<file path="config.mk">
export PLATFORM = sky130hd
export DESIGN_NAME = shared_wb_arbiter
export DESIGN_NICKNAME = d
export VERILOG_FILES = /design/src/rtl/softshell_pkg.sv /design/src/rtl/shared_wb_arbiter_rr_pick.sv /design/src/rtl/shared_wb_arbiter.sv
export SDC_FILE = /design/constraint.sdc
export NUM_CORES = 1
export LEC_CHECK = 0
export BUFFER_PORTS_ARGS = -buffer_cell sky130_fd_sc_hd__buf_2
export CELL_PAD_IN_SITES_DETAIL_PLACEMENT = 1
export CELL_PAD_IN_SITES_GLOBAL_PLACEMENT = 1
export CORE_AREA = 2 2 170 172
export DETAILED_ROUTE_END_ITERATION = 10
export DIE_AREA = 0 0 172 174
export PLACE_DENSITY_LB_ADDON = 0.1
export RECOVER_POWER = 100
export SETUP_SLACK_MARGIN = 0.02
export SYNTH_ARGS = -nofsm -noshare
export SYNTH_HDL_FRONTEND = slang
export SYNTH_SLANG_ARGS = --single-unit
</file>
<file path="constraint.sdc">
create_clock -name wb_clk_i -period 4.05 [get_ports wb_clk_i]
set_input_delay 0.6075 -clock wb_clk_i [delete_from_list [all_inputs] [get_ports wb_clk_i]]
set_output_delay 0.6075 -clock wb_clk_i [all_outputs]
set_load 0.01 [all_outputs]
</file>
<file path="src/rtl/softshell_pkg.sv">
// Shared definitions for the shared-slave Wishbone arbiter: FSM states,
// the timeout abort data word and the stall counter width.
package softshell_pkg;

   typedef enum logic [1:0] {
      ST_IDLE  = 2'd0,
      ST_BUSY  = 2'd1,
      ST_ABORT = 2'd2
   } arb_state_t;

   localparam logic [31:0] ABORT_DAT = 32'hDEAD_BEEF;
   localparam int          TMO_W     = 16;

endpackage

</file>
<file path="src/rtl/shared_wb_arbiter_rr_pick.sv">
// rr_pick: combinational round-robin picker, first requester above i_last
// wins, wrapping to the lowest index; no latency, no flow control.
module rr_pick #(
   parameter int N  = 4,
   parameter int IW = $clog2(N)
) (
   input  logic [N-1:0]  i_req,
   input  logic [IW-1:0] i_last,
   output logic [N-1:0]  o_gnt,
   output logic [IW-1:0] o_idx
);

   logic w_found;

   always_comb begin
      w_found = 1'b0;
      o_gnt   = '0;
      o_idx   = '0;
      // first pass covers indices above the last owner, second pass wraps
      for (int i = 0; i < N; i++) begin
         if (!w_found && i_req[i] && (i > int'(i_last))) begin
            w_found  = 1'b1;
            o_gnt[i] = 1'b1;
            o_idx    = i[IW-1:0];
         end
      end
      for (int i = 0; i < N; i++) begin
         if (!w_found && i_req[i]) begin
            w_found  = 1'b1;
            o_gnt[i] = 1'b1;
            o_idx    = i[IW-1:0];
         end
      end
   end

endmodule

</file>
<file path="src/rtl/shared_wb_arbiter.sv">
// Round-robin arbiter giving N Wishbone masters a locked path to one slave; one cycle
// arbitration latency, owner held while its cyc is high. SHARED_ARB_TIMEOUT_EN adds stall abort.
module shared_wb_arbiter
   import softshell_pkg::*;
#(
   parameter int NUM_MASTERS    = 4,
   parameter int TIMEOUT_CYCLES = 255
) (
   input  logic                      wb_clk_i,
   input  logic                      wb_rst_i,
   input  logic [NUM_MASTERS-1:0]    m_cyc_i,
   input  logic [NUM_MASTERS-1:0]    m_stb_i,
   input  logic [NUM_MASTERS-1:0]    m_we_i,
   input  logic [4*NUM_MASTERS-1:0]  m_sel_i,
   input  logic [32*NUM_MASTERS-1:0] m_adr_i,
   input  logic [32*NUM_MASTERS-1:0] m_dat_i,
   output logic [NUM_MASTERS-1:0]    m_ack_o,
   output logic [NUM_MASTERS-1:0]    m_err_o,
   output logic [31:0]               m_dat_o,
   output logic                      s_cyc_o,
   output logic                      s_stb_o,
   output logic                      s_we_o,
   output logic [3:0]                s_sel_o,
   output logic [31:0]               s_adr_o,
   output logic [31:0]               s_dat_o,
   input  logic                      s_ack_i,
   input  logic [31:0]               s_dat_i,
   output logic [NUM_MASTERS-1:0]    grant_o
);

   localparam int IW = $clog2(NUM_MASTERS);

   arb_state_t             r_state, w_next;
   logic [NUM_MASTERS-1:0] r_grant, w_pick_oh;
   logic [IW-1:0]          r_last, w_pick_idx;
   logic                   w_busy, w_abort, w_take, w_tmo;
   logic                   w_own_cyc, w_own_stb, w_own_we;
   logic [3:0]             w_own_sel;
   logic [31:0]            w_own_adr, w_own_dat;

   rr_pick #(.N(NUM_MASTERS), .IW(IW)) u_pick (
      .i_req  (m_cyc_i),
      .i_last (r_last),
      .o_gnt  (w_pick_oh),
      .o_idx  (w_pick_idx)
   );

   // outputs are gated by reset so an abandoned transfer never sees ack or err
   assign w_busy = (r_state == ST_BUSY) && !wb_rst_i;
   assign w_take = (r_state == ST_IDLE) && (|m_cyc_i);

   always_comb begin
      w_own_cyc = 1'b0;
      w_own_stb = 1'b0;
      w_own_we  = 1'b0;
      w_own_sel = '0;
      w_own_adr = '0;
      w_own_dat = '0;
      for (int k = 0; k < NUM_MASTERS; k++) begin
         if (r_grant[k]) begin
            w_own_cyc = m_cyc_i[k];
            w_own_stb = m_stb_i[k];
            w_own_we  = m_we_i[k];
            w_own_sel = m_sel_i[4*k +: 4];
            w_own_adr = m_adr_i[32*k +: 32];
            w_own_dat = m_dat_i[32*k +: 32];
         end
      end
   end

   always_comb begin
      w_next = r_state;
      case (r_state)
         ST_IDLE:  if (|m_cyc_i) w_next = ST_BUSY;
         ST_BUSY: begin
            if (!w_own_cyc)  w_next = ST_IDLE;
            else if (w_tmo)  w_next = ST_ABORT;
         end
         default:  w_next = ST_IDLE;
      endcase
   end

   always_ff @(posedge wb_clk_i) begin
      if (wb_rst_i) begin
         r_state <= ST_IDLE;
         r_last  <= IW'(NUM_MASTERS - 1);
         r_grant <= '0;
      end else begin
         r_state <= w_next;
         if (w_take) begin
            r_grant <= w_pick_oh;
            r_last  <= w_pick_idx;
         end
      end
   end

`ifdef SHARED_ARB_TIMEOUT_EN
   localparam logic [TMO_W-1:0] C_TMO = TMO_W'(TIMEOUT_CYCLES);

   logic [TMO_W-1:0] r_cnt, w_cnt_inc;

   assign w_cnt_inc = r_cnt + TMO_W'(1);
   assign w_tmo     = s_stb_o && !s_ack_i && (w_cnt_inc == C_TMO);
   assign w_abort   = (r_state == ST_ABORT) && !wb_rst_i;
   assign m_err_o   = w_abort ? r_grant : '0;

   always_ff @(posedge wb_clk_i) begin
      if (wb_rst_i)                        r_cnt <= '0;
      else if (w_take || (s_stb_o && s_ack_i)) r_cnt <= '0;
      else if (s_stb_o)                    r_cnt <= w_cnt_inc;
   end
`else
   logic w_unused_tmo;

   assign w_tmo        = 1'b0;
   assign w_abort      = 1'b0;
   assign m_err_o      = '0;
   assign w_unused_tmo = (TIMEOUT_CYCLES > 0);
`endif

   assign s_cyc_o = w_busy & w_own_cyc;
   assign s_stb_o = w_busy & w_own_stb;
   assign s_we_o  = w_busy & w_own_we;
   assign s_sel_o = w_busy ? w_own_sel : 4'd0;
   assign s_adr_o = w_busy ? w_own_adr : 32'd0;
   assign s_dat_o = w_busy ? w_own_dat : 32'd0;

   assign grant_o = (w_busy || w_abort) ? r_grant : '0;
   assign m_ack_o = w_abort ? r_grant : (r_grant & {NUM_MASTERS{s_ack_i & s_stb_o}});
   assign m_dat_o = w_busy ? s_dat_i : (w_abort ? ABORT_DAT : 32'd0);

endmodule

</file>
==> summary.md, run 1 <==
| Metric | Value |
|---|---|
| Max Fclk | `314 MHz` |
| Total GRT Usage | `13.6%` |
| Antenna violations before repair | `3` |
| Synth area leaders | `a211o_1 18%, a221oi_1 13%, a21oi_1 11%, a221oi_2 8.8%, nand2_1 8.1%` |
| Post-synth top area share | `18.0%` |
| Switching power | `0.000473 W` |
| Initial core utilization | `12.0%` |
| Clock share of power | `16.7%` |
| Util after Layout | `19.6%` |
| Post-layout nets | `1210` |
| Synth warn | `0` |
| Post-CTS Setup Inserts | `0` |
| Cell Count, Final, Fillers Out | `1276` |
| PostCTS Resize Cnt | `0` |
| Fin. Hold Viols | `0` |
| Area grow syn2layout | `63.0%` |
| Syn avg cell area | `6.63 µm²` |
| Post-Syn Area | `0.00340 mm²` |
| Tmin final | `3190 ps` |
| Sequential area share after synthesis | `4.12%` |
| Commonest non-fill, non-tap cell in the layout | `buf_2` |
| Clock-pin slew on the worst setup and hold paths | `40 ps` |
| Die W | `172 µm` |
| Syn Inst Count | `513` |
| Sink Count | `7` |
| First-pass GRT wire length | `31800 µm` |
| Max transition margin | `42.5%` |
| Synth area leader | `a211o_1` |
| Final ANT Viol Nets | `0` |
| Crit path DAT | `2580 ps` |
| Clock Skew | `0.449 ps` |
| Ports | `434` |
| Detailed placer's ending HPWL | `17600 µm` |
| Startpoint Class | `register` |
| FF+latch count, synth | `7` |
| Crit path required time | `3440 ps` |
| Hold Slack | `534 ps` |
| DIE HEIGHT | `174 µm` |
| Clk root buf | `clkbuf_16` |
| Worst VDD drop | `0.106 mV` |
| Max clock buf depth | `2` |
| Hold_buf cts | `0` |
| Cell variety after synth | `45` |
| Slew Limit Fails | `0` |
| DRT iter0 DRCs | `182` |
| Top FF cell, synth | `dfxtp_1` |
| Comb power frac | `69.4%` |
| HP Class | `reg2reg` |
| Setup TNS | `0 ps` |
| # rows | `62` |
| Crit. End Element | `primary output` |
| Lkg Pwr | `2.66 nW` |
| Largest net degree at the start of global routing | `84` |
| Commonest non-fill, non-tap cells in the layout | `352 x buf_2, 78 x clkbuf_1, 75 x a21oi_1` |
| CTS buffer count | `3` |
| Number of synthesized flops with an enable pin | `0` |
| Cells after DPL | `1270` |
| Cell area power density | `184 mW/mm²` |
| Layout cells sized above 1 | `42.1%` |
| Total gr overflow | `0` |
| Via Count | `5243` |
| Largest stage delay, worst path | `760 ps` |
| Number of port buffers | `429` |
| # setup viols final | `0` |
| Power Internal | `0.000546 W` |
| CP Class | `reg2out` |
| Drt wl/cell | `17.3 µm` |
| Core footprint | `0.0282 mm²` |
| Dpl ws | `1300 ps` |
| Setup ws final | `865 ps` |
| First drt pass iteration count | `4` |
| Slowest cell on crit path | `clkbuf_2` |
| Sequential share of power | `13.9%` |
| Max cap viols | `0` |
| Routed wire length | `22100 µm` |
| DIE AREA | `0.0299 mm²` |
| Final worst-path cycle share | `78.6%` |
| Residual DRC count | `0` |
| Clk_lat worst skew | `230 ps` |
| Asr flop ratio synth | `0%` |
| CTS tree | `built` |
| CP Cell Sequence | `clkbuf_2, a221oi_2, nor3b_1, and2_1, buf_2` |
| RSZ-0062 raised after global routing | `false` |
| Avg Vias per Cell | `4.11` |
| Crit path max fanout | `39` |
| Status | `finished, final reports clean` |
| Slew @ Worst Pin | `862 ps` |
| GPL Wtd Cong | `0.766` |
| H-tree depth | `1` |
| Vias in the first global route | `5356` |
| Switching share of power | `46.4%` |
[per-layer routing]
layer	up-vias	share of wire, %	global-route usage (%)
met5	-	0.059	0
met1	2424	41	16.6
met3	10	6.2	2.62
li1	2623	-	-
met4	2	0.52	1.47
met2	184	52	25.1
[Yosys cell counts, types with 2 or more instances]
cell type,count
buf_8,5
nor3_1,2
a21oi_1,75
and2_1,37
buf_12,2
inv_1,72
clkbuf_8,2
buf_6,3
dfxtp_1,7
a221oi_2,20
clkbuf_1,22
a211o_1,70
clkbuf_2,4
nor2b_1,2
and3_1,3
buf_1,2
nand2b_1,3
nand2_1,73
nor2_1,6
buf_2,12
o21ai_0,3
a221oi_1,51
buf_4,15
[worst max-delay path, delay by kind of cell, from the launching register on]
family                 cells  cell delay (ps)
DFF                        1              650
buffers and inverters      2              900
and+or+nand+nor            2              570
AOI/OAI and AO/OA          1              190
[power by group through the flow]
stage	Combinational, W	Clock, W	Sequential, W
2_1_floorplan	0.000515	0	0.0000886
3_3_place_gp	0.000760	0	0.000147
3_5_place_dp	0.000756	0	0.000147
4_1_cts	0.000759	0.000173	0.000146
5_1_grt	0.000793	0.000178	0.000149
6_report	0.000707	0.000171	0.000142
[flip-flops by register name, summed over array words and instances (netlist names)]
register / flops
r_state: 1
r_last: 2
r_grant: 4
[metrics by stage]
step / area, µm² / power, W
global route: 5540 / 0.00112
detailed placement: 5680 / 0.000903
floorplan: 3410 / 0.000604
global placement: 5680 / 0.000906
CTS: 5760 / 0.00108
finish: 5540 / 0.00102
[area by class of cell]
| type | count | area [µm²] |
|---|---|---|
| tap | 384 | 480 |
| timing repair buffer | 437 | 2130 |
| multi-input combinational | 370 | 2430 |
| inverter | 72 | 270 |
| fill | 3706 | 22700 |
| antenna | 2 | 5.00 |
| clock buffer | 4 | 78.8 |
| sequential | 7 | 151 |
[path summary, 6_finish.rpt]
check             start         end  slack, ps  cells past startpoint
max          r_grant[1]  m_ack_o[1]        860                      5
min          r_grant[0]  r_grant[0]        530                      2
max reg2reg  r_grant[1]  r_state[0]       1740                      4
min reg2reg  r_grant[0]  r_grant[0]        530                      2
[logic make-up (layout without fill, tap and decap cells)]
group	after synthesis	in the layout	synth area share [%]
buffers and inverters	139	513	21.5
DFF	7	7	4.12
AOI/OAI and AO/OA	231	231	54.6
adders and majority gates	1	1	0.331
and+or+nand+nor	134	134	19.4
other	1	6	0.110
(Power assumes the default switching activity.)
==> run 2, diff against run 1 <==
--- a/config.mk
+++ b/config.mk
@@ -8,9 +8,9 @@
 export BUFFER_PORTS_ARGS = -buffer_cell sky130_fd_sc_hd__buf_2
 export CELL_PAD_IN_SITES_DETAIL_PLACEMENT = 1
 export CELL_PAD_IN_SITES_GLOBAL_PLACEMENT = 1
-export CORE_AREA = 2 2 170 172
+export CORE_AREA = 2 2 168 170
 export DETAILED_ROUTE_END_ITERATION = 10
-export DIE_AREA = 0 0 172 174
+export DIE_AREA = 0 0 170 172
 export PLACE_DENSITY_LB_ADDON = 0.1
 export RECOVER_POWER = 100
 export SETUP_SLACK_MARGIN = 0.02
==> constraint.sdc (replaced) <==
create_clock -name wb_clk_i -period 2.8 [get_ports wb_clk_i]
set_input_delay 0.42 -clock wb_clk_i [delete_from_list [all_inputs] [get_ports wb_clk_i]]
set_output_delay 0.42 -clock wb_clk_i [all_outputs]
set_load 0.01 [all_outputs]
==> summary.md, run 2 (synthesis gave the netlist of run 1 again) <==
| Metric | Value |
|---|---|
| Pwr Total | `0.00154 W` |
| Largest net degree at the start of global routing | `78` |
| Fin. Hold Viols | `0` |
| PostCTS Resize Cnt | `0` |
| Avg Vias per Cell | `4.29` |
| Die W | `170 µm` |
| Crit path max fanout | `35` |
| Lkg Pwr | `2.67 nW` |
| Slew @ Worst Pin | `504 ps` |
| Startpoint Class | `register` |
| Crit path DAT | `2050 ps` |
| Clock-pin slew on the worst setup and hold paths | `40 ps` |
| Clock Skew | `3.77 ps` |
| Sink Count | `7` |
| DIE AREA | `0.0292 mm²` |
| # rows | `61` |
| Final worst-path cycle share | `88.1%` |
| Cell area power density | `271 mW/mm²` |
| Drt wl/cell | `17.7 µm` |
| Placed inst area | `0.00572 mm²` |
| Total gr overflow | `0` |
| Ports | `434` |
| Layout cells sized above 1 | `42.9%` |
| Comb power frac | `73.9%` |
| Multi-input gate area | `0.00254 mm²` |
| CTS buffer count | `3` |
| Clk_lat worst skew | `240 ps` |
| Clk root buf | `clkbuf_16` |
| Hold Slack | `475 ps` |
| Hold EP | `r_grant[2]` |
| GPL Wtd Cong | `0.725` |
| CTS tree | `built` |
| Top Registers | `r_grant: 4 flops, r_last: 2 flops, r_state: 1 flops` |
| Post-layout nets | `1213` |
| Crit path required time | `2380 ps` |
| First-pass GRT wire length | `31400 µm` |
| Max Fclk | `406 MHz` |
| DIE HEIGHT | `172 µm` |
| RSZ-0062 raised after global routing | `false` |
| First drt pass iteration count | `4` |
| Max clock buf depth | `2` |
| Clock share of power | `16.5%` |
| Number of port buffers | `429` |
| Tmin final | `2470 ps` |
| Max transition margin | `66.4%` |
| HP Class | `in2reg` |
| Routed wire length | `22000 µm` |
| Slew Limit Fails | `0` |
| Post-CTS Setup Inserts | `0` |
| Area grow syn2layout | `67.1%` |
| Vias in the first global route | `5272` |
| Detailed placer's ending HPWL | `17200 µm` |
| Final ANT Viol Nets | `0` |
| CP Class | `reg2out` |
| Commonest non-fill, non-tap cells in the layout | `338 x buf_2, 92 x clkbuf_1, 75 x a21oi_1` |
| Hold_buf cts | `0` |
| Antenna violations before repair | `3` |
| Max cap viols | `0` |
| Max FFs per register | `4` |
| Hold Crit Start | `wb_rst_i` |
| R2R cell count | `3` |
| Setup TNS | `0 ps` |
| Fin area | `0.00568 mm²` |
| Register Area | `151 µm²` |
| Most flops, register | `r_grant` |
| Worst VDD drop | `0.156 mV` |
| Fillers | `3554` |
| DRT iter0 DRCs | `186` |
| Core footprint | `0.0275 mm²` |
| Cell Count, Final, Fillers Out | `1241` |
| Switching power | `0.000715 W` |
| Initial core utilization | `12.4%` |
| Sequential share of power | `9.7%` |
| Worst hold path depth | `2` |
| Power Internal | `0.000827 W` |
| R2R Setup Slk | `1190 ps` |
| # setup viols final | `0` |
| Commonest non-fill, non-tap cell in the layout | `buf_2` |
| Cells after DPL | `1235` |
| Reg-to-reg startpoint | `r_state[0]` |
| Residual DRC count | `0` |
| Total GRT Usage | `13.7%` |
| H-tree depth | `1` |
| Worst Setup SP | `r_grant[0]` |
| Status | `finished, final reports clean` |
| R2r endpoint | `r_state[0]` |
| Switching share of power | `46.3%` |
| Crit. End Element | `primary output` |
| Via Count | `5322` |
[run 2: layer usage]
layer / vias up / part of all wire [%] / routed length, µm / track usage (%)
met5: - / 0.077 / 17 / 0
met4: 2 / 0.90 / 199 / 2.16
met3: 13 / 7.3 / 1610 / 3.07
met2: 208 / 50 / 11100 / 25.0
met1: 2464 / 41 / 9060 / 16.8
li1: 2635 / - / - / -
[run 2: metrics by stage]
stage,util [%],setup WS (ps)
floorplan,-,998
global placement,20.8,639
detailed placement,20.8,618
CTS,21.1,367
global route,20.7,152
finish,20.7,334
[run 2: how the worst max path moves through the flow]
stage                             end  slack, ps  cells after the start
after floorplan           s_dat_o[21]       1000                      6
after global routing       s_dat_o[9]        150                      6
after global placement    s_adr_o[28]        640                      6
after CTS                 s_adr_o[28]        370                      6
after detailed placement  s_adr_o[28]        620                      6
final                     s_dat_o[23]        330                      6
[run 2: area by class of cell]
cell class,count,share of cell area (%)
multi-input cells,370,44.7
inverters,72,4.76
diodes,2,0.0881
clock buffers,4,1.39
repair buffers,440,38.7
flip-flops and latches,7,2.67
well taps,346,7.62
[run 2: worst max-delay path, cell delays in order, from the launching register on]
cell and delay, ps:
dfxtp_1 360, nor2b_4 190, clkbuf_4 470, a221oi_1 140
a211o_1 290, a21oi_1 130, clkbuf_1 220
[run 2: power by group through the flow]
stage / logic, W / clock network (W) / registers (W)
2_1_floorplan: 0.000745 / 0 / 0.000128
5_1_grt: 0.00127 / 0.000260 / 0.000152
4_1_cts: 0.00119 / 0.000255 / 0.000149
6_report: 0.00114 / 0.000254 / 0.000149
3_5_place_dp: 0.00118 / 0 / 0.000151
3_3_place_gp: 0.00119 / 0 / 0.000151
